$ cat src/rtl/i2s_tx_pkg.sv
// Shared constants for the I2S transmit serializer: mode encodings and parameter limits.
package i2s_tx_pkg;

   localparam logic [1:0] MODE_I2S = 2'b00;
   localparam logic [1:0] MODE_LJ  = 2'b01;
   localparam logic [1:0] MODE_RJ  = 2'b10;

   localparam int DATA_W_MIN  = 8;
   localparam int DATA_W_MAX  = 32;
   localparam int SLOT_W_MIN  = 16;
   localparam int SLOT_W_MAX  = 32;
   localparam int BCK_DIV_MIN = 1;

endpackage

$ cat src/rtl/i2s_bck_gen.sv
// Bit-clock divider: BCK_o toggles every BCK_DIV clk cycles; bit_stb_o marks the
// clk edge on which BCK_o falls (the serializer's bit boundary).
module i2s_bck_gen #(
   parameter int BCK_DIV = 1
) (
   input  logic clk,
   input  logic rst_n,
   output logic bck_o,
   output logic bit_stb_o
);

   localparam int CW = (BCK_DIV > 1) ? $clog2(BCK_DIV) : 1;

   logic [CW-1:0] div_cnt;
   logic          terminal;

   assign terminal  = (div_cnt == CW'(BCK_DIV - 1));
   assign bit_stb_o = terminal && bck_o;

   always_ff @(posedge clk or negedge rst_n) begin
      if (!rst_n) begin
         div_cnt <= '0;
         bck_o   <= 1'b0;
      end else if (terminal) begin
         div_cnt <= '0;
         bck_o   <= ~bck_o;
      end else begin
         div_cnt <= div_cnt + CW'(1);
      end
   end

endmodule

$ cat src/rtl/i2s_tx_serializer.sv
// I2S / left-justified / right-justified stereo serializer with a one-pair holding buffer.
// Define I2S_TX_UNDERRUN_REPEAT_EN to retransmit the last loaded pair on underrun instead of zeros.
module i2s_tx_serializer
   import i2s_tx_pkg::*;
#(
   parameter int DATA_W  = 16,
   parameter int SLOT_W  = 16,
   parameter int BCK_DIV = 1
) (
   input  logic                     clk,
   input  logic                     rst_n,
   input  logic signed [DATA_W-1:0] left_i,
   input  logic signed [DATA_W-1:0] right_i,
   input  logic                     valid_i,
   output logic                     ready_o,
   input  logic [1:0]               mode_i,
   output logic                     BCK_o,
   output logic                     WS_o,
   output logic                     DIN_o,
   output logic                     underrun_o
);

   localparam int                FRAME_W  = 2 * SLOT_W;
   localparam int                CNT_W    = $clog2(FRAME_W);
   localparam logic [CNT_W-1:0]  LAST_CNT = CNT_W'(FRAME_W - 1);

   logic                     bit_stb;
   logic                     frame_start;
   logic                     wr_en;
   logic                     buffer_full;
   logic                     carry;
   logic [CNT_W-1:0]         bit_cnt;
   logic [CNT_W-1:0]         cnt_nxt;
   logic [1:0]               mode_q;
   logic [1:0]               mode_cur;
   logic signed [DATA_W-1:0] buf_l;
   logic signed [DATA_W-1:0] buf_r;
   logic signed [DATA_W-1:0] src_l;
   logic signed [DATA_W-1:0] src_r;
   logic [FRAME_W-1:0]       frame_word;
   logic [FRAME_W-1:0]       frame_sr;

   function automatic logic is_i2s(input logic [1:0] m);
      return (m != MODE_LJ) && (m != MODE_RJ);
   endfunction

   // Right-justified sign-extends into the slot; the other modes left-align with zero fill.
   function automatic logic [SLOT_W-1:0] fmt_slot(input logic signed [DATA_W-1:0] s,
                                                  input logic [1:0] m);
      logic signed [SLOT_W-1:0] ext;
      ext = {{(SLOT_W - DATA_W + 1){s[DATA_W-1]}}, s[DATA_W-2:0]};
      if (m == MODE_RJ) return ext;
      return ext << (SLOT_W - DATA_W);
   endfunction

   i2s_bck_gen #(.BCK_DIV(BCK_DIV)) u_bck_gen (
      .clk       (clk),
      .rst_n     (rst_n),
      .bck_o     (BCK_o),
      .bit_stb_o (bit_stb)
   );

   assign ready_o     = !buffer_full;
   assign wr_en       = valid_i && ready_o;
   assign frame_start = bit_stb && (bit_cnt == LAST_CNT);
   assign cnt_nxt     = (bit_cnt == LAST_CNT) ? '0 : bit_cnt + CNT_W'(1);
   assign mode_cur    = frame_start ? mode_i : mode_q;

`ifdef I2S_TX_UNDERRUN_REPEAT_EN
   logic signed [DATA_W-1:0] last_l;
   logic signed [DATA_W-1:0] last_r;

   assign src_l = buffer_full ? buf_l : last_l;
   assign src_r = buffer_full ? buf_r : last_r;

   always_ff @(posedge clk or negedge rst_n) begin
      if (!rst_n) begin
         last_l <= '0;
         last_r <= '0;
      end else if (frame_start && buffer_full) begin
         last_l <= buf_l;
         last_r <= buf_r;
      end
   end
`else
   assign src_l = buffer_full ? buf_l : '0;
   assign src_r = buffer_full ? buf_r : '0;
`endif

   assign frame_word = {fmt_slot(src_l, mode_i), fmt_slot(src_r, mode_i)};

   // Control: bit counter, buffer flag, mode latch and registered serial outputs.
   always_ff @(posedge clk or negedge rst_n) begin
      if (!rst_n) begin
         bit_cnt     <= LAST_CNT;
         buffer_full <= 1'b0;
         mode_q      <= MODE_I2S;
         carry       <= 1'b0;
         WS_o        <= 1'b0;
         DIN_o       <= 1'b0;
         underrun_o  <= 1'b0;
      end else begin
         underrun_o <= frame_start && !buffer_full;
         if (wr_en)            buffer_full <= 1'b1;
         else if (frame_start) buffer_full <= 1'b0;
         if (bit_stb) begin
            bit_cnt <= cnt_nxt;
            WS_o    <= is_i2s(mode_cur) ? (cnt_nxt >= CNT_W'(SLOT_W))
                                        : (cnt_nxt <  CNT_W'(SLOT_W));
            if (frame_start) begin
               mode_q <= mode_i;
               carry  <= frame_word[0];
               DIN_o  <= is_i2s(mode_i) ? carry : frame_word[FRAME_W-1];
            end else begin
               DIN_o  <= frame_sr[FRAME_W-1];
            end
         end
      end
   end

   // Data: holding buffer and frame shift register (I2S keeps the MSB for the one-bit lag).
   always_ff @(posedge clk) begin
      if (wr_en) begin
         buf_l <= left_i;
         buf_r <= right_i;
      end
      if (frame_start)  frame_sr <= is_i2s(mode_i) ? frame_word : (frame_word << 1);
      else if (bit_stb) frame_sr <= frame_sr << 1;
   end

endmodule

$ cat config.mk
export PLATFORM = sky130hd
export DESIGN_NAME = i2s_tx_serializer
export DESIGN_NICKNAME = d
export VERILOG_FILES = /design/src/rtl/i2s_tx_pkg.sv /design/src/rtl/i2s_bck_gen.sv /design/src/rtl/i2s_tx_serializer.sv
export SDC_FILE = /design/constraint.sdc
export NUM_CORES = 1
export LEC_CHECK = 0
export ABC_AREA = 1
export CORE_ASPECT_RATIO = 0.9
export CORE_MARGIN = 5
export CORE_UTILIZATION = 40
export CTS_CLUSTER_DIAMETER = 30
export DETAILED_ROUTE_END_ITERATION = 16
export GPL_ROUTABILITY_DRIVEN = 0
export MAX_ROUTING_LAYER = met4
export PLACE_DENSITY_LB_ADDON = 0.3
export SYNTH_ARGS = -nofsm -noshare
export SYNTH_HDL_FRONTEND = slang
export SYNTH_SLANG_ARGS = --single-unit
export TNS_END_PERCENT = 1
$ cat constraint.sdc
create_clock -name clk -period 2.5 [get_ports clk]
set_input_delay 0.375 -clock clk [delete_from_list [all_inputs] [get_ports clk]]
set_output_delay 0.375 -clock clk [all_outputs]
set_load 0.1 [all_outputs]
# Word level (Yosys, flattened, before mapping)

Cells that the tools add are included.

Register bits: 78
Bits of input ports: 37

$add $sub $neg: 2
Multiplexer cells: 18
Magnitude comparators: 2
Bitwise logic cells: 2
Equality and inequality tests: 6
Reductions and logical operators: 10

Operators with widths:

| kind                | number |
|---|---|
| $mux 16             | 6 |
| $mux 32             | 3 |
| $mux 1              | 7 |
| $logic_and 1x1->1   | 6 |
| $add 5x1->5 const B | 1 |
| $eq 5x5->1 const B  | 1 |
| $ge 5x5->1 const B  | 1 |
| $lt 5x5->1 const B  | 1 |
| $mux 5              | 1 |
| $ne 2x1->1 const B  | 2 |
| $ne 2x2->1 const B  | 2 |
| $reduce_bool 2->1   | 2 |
| $eq 2x2->1 const B  | 1 |
| $mux 2              | 1 |
| $not 1->1           | 2 |
| $reduce_and 2->1    | 1 |
| $add 1x1->1 const B | 1 |
| $logic_not 1->1     | 1 |

# Logic depth before layout (Yosys ltp)

Gate-level depths: netlist of run 1.

Depth in word-level cells: 7
Depth in mapped cells: 12
Depth with buffers taken out: 11

# Hierarchy

Synthesis of run 1 repeated with hierarchy kept, for this count alone.

Cell total of the unflattened synthesis: 360
Area total of the unflattened synthesis: 3,545.9 sq um

By module, submodules not included:

| module            | times used | area each (sq um) | cells each |
|---|---|---|---|
| i2s_tx_serializer | 1          | 3,509.6           | 357 |
| i2s_bck_gen       | 1          | 36.3              | 3 |

# Worst setup path after synthesis of run 1

Ideal clock, no wire load.

Kind: reg-to-reg
Start point: register u_bck_gen.bck_o
End point: register frame_sr[0] (enable)
Setup time: 0.400 ns
Data arrival time: 2.165 ns
Cell stages (with the launch flop): 3
Path buffers: 2
Period minus slack after synthesis: 2.565 ns
Setup slack: -0.065 ns
Cells stage by stage: dfrtp_1 -> buf_2 -> clkbuf_1

Longest elaborated chain between the ends: 3

RTL lines:

| what                                   | RTL line                 | source |
|---|---|---|
| from (decl)                            | i2s_bck_gen.sv:8         | `output logic bck_o,` |
| from (signal assigned)                 | i2s_bck_gen.sv:26        | `bck_o <= ~bck_o;` |
| $logic_and 1x1->1 (*)                  | i2s_bck_gen.sv:18        | `assign bit_stb_o = terminal && bck_o;` |
| $logic_and 1x1->1                      | i2s_tx_serializer.sv:65  | `assign frame_start = bit_stb && (bit_cnt == LAST_CNT);` |
| $reduce_bool 2->1 (no source line) (*) | -                        |  |
| to (signal assigned)                   | i2s_tx_serializer.sv:127 | `if (frame_start) frame_sr <= is_i2s(mode_i) ? frame_word : (frame_word << 1);` |
| to (signal assigned)                   | i2s_tx_serializer.sv:128 | `else if (bit_stb) frame_sr <= frame_sr << 1;` |
| to (decl)                              | i2s_tx_serializer.sv:41  | `logic [FRAME_W-1:0] frame_sr;` |

Mark *: on every way between the ends. The rest lies on a longest branch, timed or not.
A chain may end at the register's enable or synchronous reset.

# Final worst setup path of run 1

Start point: register bit_cnt[0]
End point: register frame_sr[10], data pin

Longest elaborated chain between the ends: 3

RTL lines:

| what                   | RTL line                 | source |
|---|---|---|
| from (decl)            | i2s_tx_serializer.sv:32  | `logic [CNT_W-1:0] bit_cnt;` |
| from (signal assigned) | i2s_tx_serializer.sv:107 | `bit_cnt <= cnt_nxt;` |
| $eq 5x5->1             | i2s_tx_serializer.sv:65  |  |
| $logic_and 1x1->1      | i2s_tx_serializer.sv:65  |  |
| $mux 32                | i2s_tx_serializer.sv:127 |  |

Every way passes these cells.

==> results of run 1 <==
-- state kept, by name, summed over array words and instances (netlist names) --
signal / count
buf_l: 16
buf_r: 16
WS_o: 1
u_bck_gen.bck_o: 1
underrun_o: 1
bit_cnt: 5
carry: 1
frame_sr: 32
DIN_o: 1
buffer_full: 1
mode_q: 2
-- final timing paths --
kind	startpoint	to	slack (ps)	cells past startpoint
worst max-delay path	bit_cnt[0]	frame_sr[10]	360	8
worst min-delay path	rst_n	WS_o	390	1
worst max register to register	bit_cnt[0]	frame_sr[10]	360	8
worst min register to register	bit_cnt[4]	bit_cnt[4]	470	2
max in group asynchronous	rst_n	u_bck_gen.bck_o	1700	1
min in group clk	bit_cnt[4]	bit_cnt[4]	470	2
-- cell families after synthesis --
group / synth area share
AND/OR/NAND/NOR: 0.1706
flip-flops: 0.6387
AO/OA/AOI/OAI: 0.09503
buffers and inverters: 0.08865
adder cells (fa/ha/maj): 0.007091
-- routing by layer --
layer	vias up	share of wire	GRT usage
met1	1101	0.45	0.1617
met3	2	0.038	0.03634
li1	1249	-	-
met4	0	0.0057	0.05146
met5	-	0	-
met2	48	0.51	0.2082
-- cell type report --
type	count	area [um2]
clock buffers	11	151.4
clock inverters	5	81.33
fillers	823	4392
inverters	45	170.2
multi-input cells	220	962.2
flip-flops and latches	77	2255
well taps	119	148.9
repair buffers	46	447.9
-- metrics by stage --
stage,hold slack [ps],power (mW)
detailed placement,467.2,1.507
global placement,459.5,1.507
global route,446.2,2.648
finish,390.9,2.554
floorplan,79.41,1.441
CTS,408.9,2.588
-- where the power goes --
group	switching, mW	internal (mW)
combinational	0.0426	0.0558
clock	0.458	0.619
sequential	0	1.38
total	0.500	2.05
-- Yosys cell counts --
cell type  number
a21oi_1         3
buf_2           8
buf_4           5
buf_6           5
clkbuf_1        1
clkbuf_2        1
clkinv_2        1
dfrtp_1         8
dfstp_2         5
edfxtp_1       64
ha_1            2
inv_1          43
inv_2           1
nand2_1        99
nand2_2         2
nand2_4         1
nand3_1         8
nor2_1         36
nor3_1          3
nor3_2          1
o21ai_0        38
o21ai_1        26
or2_2           1
==> flow_metrics.py, run 1 <==
metrics = {
    "critical_path": {
        "path_buf_inv": 2,
        "endpoint_kind": "register",
        "crit_path_start_kind": "register",
        "worstPathRequired_ps": 2680,
        "cp_cell_sequence": "ha_1 > inv_1 > nor2_1 > ha_1 > nand2_4 > clkinv_2 > o21ai_0 > o21ai_0",
        "worstPathArrival_ps": 2320,
        "max_stage_delay_ps": 560,
        "critPathKind": "reg2reg",
        "slowest_stage": "dfstp_2",
        "cp_top_family": "flip-flops",
        "crit_path_max_fanout": 34,
    },
    "clocking": {
        "post_cts_buffers": 0,
        "cts_resized": 0,
        "insertion_delay_ps": 350,
        "cts_sinks": 77,
        "cts_buffer_depth": 2,
        "clkSlewWorstSetupHoldPaths_ps": 80,
        "clockRootBuffer": "clkbuf_8",
        "cts_tree": "built",
        "cts_hold_buf": 0,
        "cts_htree_levels": 3,
        "cts-buffers-inserted": 9,
    },
    "die": {
        "rows": 32,
        "die_y_um": 99.10,
        "core_area_mm2": 0.008608,
        "io_pins": 42,
        "die-width_um": 109,
        "initial_core_util": 0.4099,
        "dieArea_mm2": 0.01080,
    },
    "sta": {
        "fin_setup_tns_ps": 0,
        "fin_skew_ps": 10.49,
        "fin_crit_sh": 0.8561,
        "fin_crit_ps": 2140,
        "rsz0062_at_grt": "no",
        "setup_viol_count_final": 0,
        "relSlewSlack": 0.5497,
        "layout_setup_ws_ps": 359.6,
        "worst_pin_slew_ps": 673.1,
        "max_clock_freq_mhz": 467.2,
        "hold_viol": 0,
        "slew_viol_final": 0,
    },
    "drt": {
        "dr.pass1.iters": 4,
        "totalWireLength_um": 6470,
        "wl_per_cell_um": 12.37,
        "ant_nets": 0,
        "viasPerCell": 4.589,
        "drtIter0Drc": 140,
        "post-route-drc-count": 0,
        "dr_total_vias": 2400,
    },
    "final_layout": {
        "finalNetCount": 438,
        "post-route-util": 0.4898,
        "stdcell_count": 523,
        "final_cell_area_mm2": 0.004217,
        "final_common_cell": "nand2_1",
        "diodes": 0,
        "final_cell_mix": "nand2_1 (99), edfxtp_1 (64), inv_1 (43), o21ai_0 (38)",
        "syn2layout_area_growth_pct": 19.50,
        "drive_gt1_frac": 0.09653,
    },
    "grt": {
        "grt_pass1_wl_um": 10900,
        "grt_antenna_before_repair": 0,
        "grt_pass1_vias": 2371,
        "gr-usage-all-layers": 0.1322,
        "grt_max_degree": 49,
        "grt_overflow_total": 0,
    },
    "placed_design": {
        "numPortBuffers": 41,
        "placed_cell_area_mm2": 0.003984,
        "dpl.cell_count": 507,
        "dp_slack_ps": 355.1,
        "dp_hpwl_um": 4033,
    },
    "logic_synthesis": {
        "syn_area_per_cell_um2": 9.747,
        "ys_warn_count": 0,
        "synth_top_area_frac": 0.5447,
        "synth.area.top_cells": "edfxtp_1 (54%), nand2_1 (11%), dfrtp_1 (5.7%)",
        "ys_ff_latch": 77,
        "synthesis.instances": 362,
        "syn_area_mm2": 0.003528,
        "ys_types": 23,
        "yosys.area.top_type": "edfxtp_1",
        "synth_nets": 401,
        "synth_seq_area_share": 0.6387,
    },
    "job": {
        "cap_violations": 0,
    },
    "power": {
        "leakage_nw": 1.830,
        "peakVddDrop_uv": 263.0,
        "power_density_mw_per_mm2": 605.8,
    },
    "outcome": {
        "status": "finished, final reports clean",
    },
    "hold_path": {
        "hold_class": "in2async",
    },
}
Power figures use the tool's default switching activity.
==> run 2: changes to the inputs <==
--- a/config.mk
+++ b/config.mk
@@ -12,6 +12,7 @@
 export CTS_CLUSTER_DIAMETER = 30
 export DETAILED_ROUTE_END_ITERATION = 16
 export GPL_ROUTABILITY_DRIVEN = 0
+export GPL_TIMING_DRIVEN = 0
 export MAX_ROUTING_LAYER = met4
 export PLACE_DENSITY_LB_ADDON = 0.3
 export SYNTH_ARGS = -nofsm -noshare
==> constraint.sdc (replaced) <==
create_clock -name clk -period 1.9 [get_ports clk]
set_input_delay 0.285 -clock clk [delete_from_list [all_inputs] [get_ports clk]]
set_output_delay 0.285 -clock clk [all_outputs]
set_load 0.1 [all_outputs]
==> run 2 against run 1 <==
Compared with the run above:
- sequential power rose by 32%
- worst hold slack got worse by 75 ps
- register-to-register slack got worse by 370 ps
- critical endpoint is now frame_sr[24]
- non-clock buffer count rose by 17
- sequential share of layout area fell by 1.4 points
- the flow now finishes with violations (negative setup slack)
- worst setup slack got worse by 370 ps
- critical path type unchanged
- largest power group unchanged
- highest routed layer unchanged
- via count rose by 4.9%
==> flow_metrics.py, run 2 (same netlist as run 1, synthesis figures left out) <==
metrics = {
    "drt": {
        "wl_per_cell_um": 12.45,
        "dr_total_vias": 2517,
        "viasPerCell": 4.670,
        "post-route-drc-count": 0,
        "drtIter0Drc": 237,
        "totalWireLength_um": 6712,
        "ant_nets": 0,
        "dr.pass1.iters": 4,
    },
    "power": {
        "switching_share": 0.1999,
        "peakVddDrop_uv": 322.0,
        "p_seq_frac": 0.584,
        "p_sw_uw": 621.7,
        "leakage_nw": 1.860,
        "total_power_mw": 3.110,
        "p_int_mw": 2.489,
        "clkPwrFrac": 0.372,
        "power_density_mw_per_mm2": 718.5,
        "p_comb_frac": 0.045,
    },
    "grt": {
        "gr-usage-all-layers": 0.1431,
        "grt_pass1_wl_um": 11540,
        "grtUsageMet2": 0.2195,
        "grt_max_degree": 33,
        "met3_usage": 0.03439,
        "grt_overflow_total": 0,
        "grt_antenna_before_repair": 0,
        "global_route.usage.met1": 0.1772,
        "grt_pass1_vias": 2533,
        "gr-max-usage-layer": "met2",
    },
    "final_layout": {
        "regMostFlops": "frame_sr",
        "final_cell_mix": "nand2_1 (97), edfxtp_1 (64), inv_1 (41), o21ai_0 (38), clkdlybuf4s50_1 (36)",
        "syn2layout_area_growth_pct": 22.69,
        "drive_gt1_frac": 0.1262,
        "post-route-util": 0.5029,
        "final_cell_area_mm2": 0.004329,
        "largest_register_ff_count": 32,
        "finalNetCount": 455,
        "multiInputGateArea_um2": 989.7,
        "reg_top3": "frame_sr (32), buf_l (16), buf_r (16)",
        "fillers": 832,
        "regArea_mm2": 0.002255,
        "final_common_cell": "nand2_1",
        "diodes": 0,
    },
    "sta": {
        "slew_viol_final": 0,
        "layout_setup_ws_ps": -5.726,
        "hold_viol": 0,
        "setup_viol_count_final": 1,
        "fin_skew_ps": 7.886,
        "fin_crit_ps": 1906,
        "fin_crit_sh": 1.003,
        "holdWs_ps": 315.6,
        "rsz0062_at_grt": "yes",
        "max_clock_freq_mhz": 524.7,
        "worst_pin_slew_ps": 956.1,
        "fin_setup_tns_ps": -5.726,
        "relSlewSlack": 0.3652,
    },
    "placed_design": {
        "dp_hpwl_um": 4582,
        "numPortBuffers": 41,
        "placed_cell_area_mm2": 0.004104,
    },
    "clocking": {
        "insertion_delay_ps": 350,
        "clkSlewWorstSetupHoldPaths_ps": 80,
        "cts_hold_buf": 0,
        "clockRootBuffer": "clkbuf_8",
        "cts-buffers-inserted": 9,
        "cts_tree": "built",
        "cts_buffer_depth": 2,
        "cts_sinks": 77,
        "cts_htree_levels": 3,
    },
    "critical_path": {
        "crit_path_max_fanout": 10,
        "ff2ff_setup_slack_ps": -6,
        "worstPathArrival_ps": 2000,
        "path_common_cell": "buf_6",
        "r2r-end": "frame_sr[24]",
        "worstPathRequired_ps": 1990,
        "endpoint_kind": "register",
        "slowest_stage": "dfstp_2",
        "r2r_cells": 9,
        "crit_path_start_kind": "register",
        "critPathKind": "reg2reg",
        "cp_cell_sequence": "ha_2 > inv_1 > nor2_4 > ha_4 > nand2_4 > buf_6 > buf_6 > nand2_1 > o21ai_1",
        "cp_top_family": "flip-flops",
        "r2r_start": "bit_cnt[0]",
        "max_stage_delay_ps": 570,
        "path_buf_inv": 3,
    },
    "hold_path": {
        "hold_class": "in2async",
    },
    "die": {
        "core_area_mm2": 0.008608,
        "die_y_um": 99.10,
        "initial_core_util": 0.4099,
        "dieArea_mm2": 0.01080,
        "io_pins": 42,
        "die-width_um": 109,
        "rows": 32,
    },
    "job": {
        "cap_violations": 0,
    },
    "outcome": {
        "violations": "negative setup slack",
        "status": "finished with violations",
    },
}
-- run 2: changes by cell type in the layout (fill, tap and decap cells not counted), sizes merged --
| cell | change |
|---|---|
| dlygate4sd2 | +3 |
| clkinvlp | +1 |
| buf | +11 |
| inv | -2 |
| bufinv | -1 |
| clkbuf | +3 |
| clkdlybuf4s15 | +1 |
-- run 2: layout make-up --
class / count / share of cell area
plain buffers: 20 / 0.03873
inverters: 45 / 0.04133
clock buffers: 12 / 0.03121
clock inverters: 3 / 0.008671
multi-input cells: 220 / 0.2286
well taps: 119 / 0.03439
flip-flops and latches: 77 / 0.5208
repair buffers: 43 / 0.09624
-- run 2: routing by layer --
metal	part of all wire	up-vias	routed length (um)
li1	-	1284	-
met1	0.45	1177	3033
met2	0.49	54	3291
met3	0.052	2	349
met4	0.0055	0	37
met5	0	-	0
-- run 2: how the worst max path moves through the flow --
| stage | startpoint | end | slack, ps | depth (start not counted) |
|---|---|---|---|---|
| after global placement | buffer_full | ready_o | -270 | 4 |
| after floorplan | buffer_full | buf_l[0] | -200 | 5 |
| after global routing | bit_cnt[0] | frame_sr[24] | -100 | 9 |
| after CTS | bit_cnt[0] | frame_sr[23] | -110 | 9 |
| after detailed placement | buffer_full | ready_o | -270 | 4 |
| final | bit_cnt[0] | frame_sr[24] | -6 | 9 |
-- run 2: power by group through the flow --
stage          logic (mW)  registers [mW]  clock network [mW]
2_1_floorplan      0.0431            1.85                   0
3_3_place_gp        0.138            1.85                   0
3_5_place_dp        0.140            1.85                   0
4_1_cts             0.141            1.82                1.19
5_1_grt             0.153            1.82                1.26
6_report            0.139            1.82                1.16
-- run 2: timing repair --
item | CTS | global route
gates resized for setup | 14 | 9
setup endpoints to repair | 67 | 67
pin swaps | 0 | 3
buffers inserted | 0 | 2
-- run 2: metrics by stage --
stage,setup WS [ps],std cells
finish,-5.726,539
global route,-98.23,539
CTS,-112.7,537
detailed placement,-269.4,522
global placement,-272.6,522
floorplan,-204.9,362
==> run 3: changes to the inputs <==
--- a/config.mk
+++ b/config.mk
@@ -6,6 +6,7 @@
 export NUM_CORES = 1
 export LEC_CHECK = 0
 export ABC_AREA = 1
+export CAP_MARGIN = 20
 export CORE_ASPECT_RATIO = 0.9
 export CORE_MARGIN = 5
 export CORE_UTILIZATION = 40
==> results of run 3 <==
Final layout, timing and power as in run 2 (identical DEF).
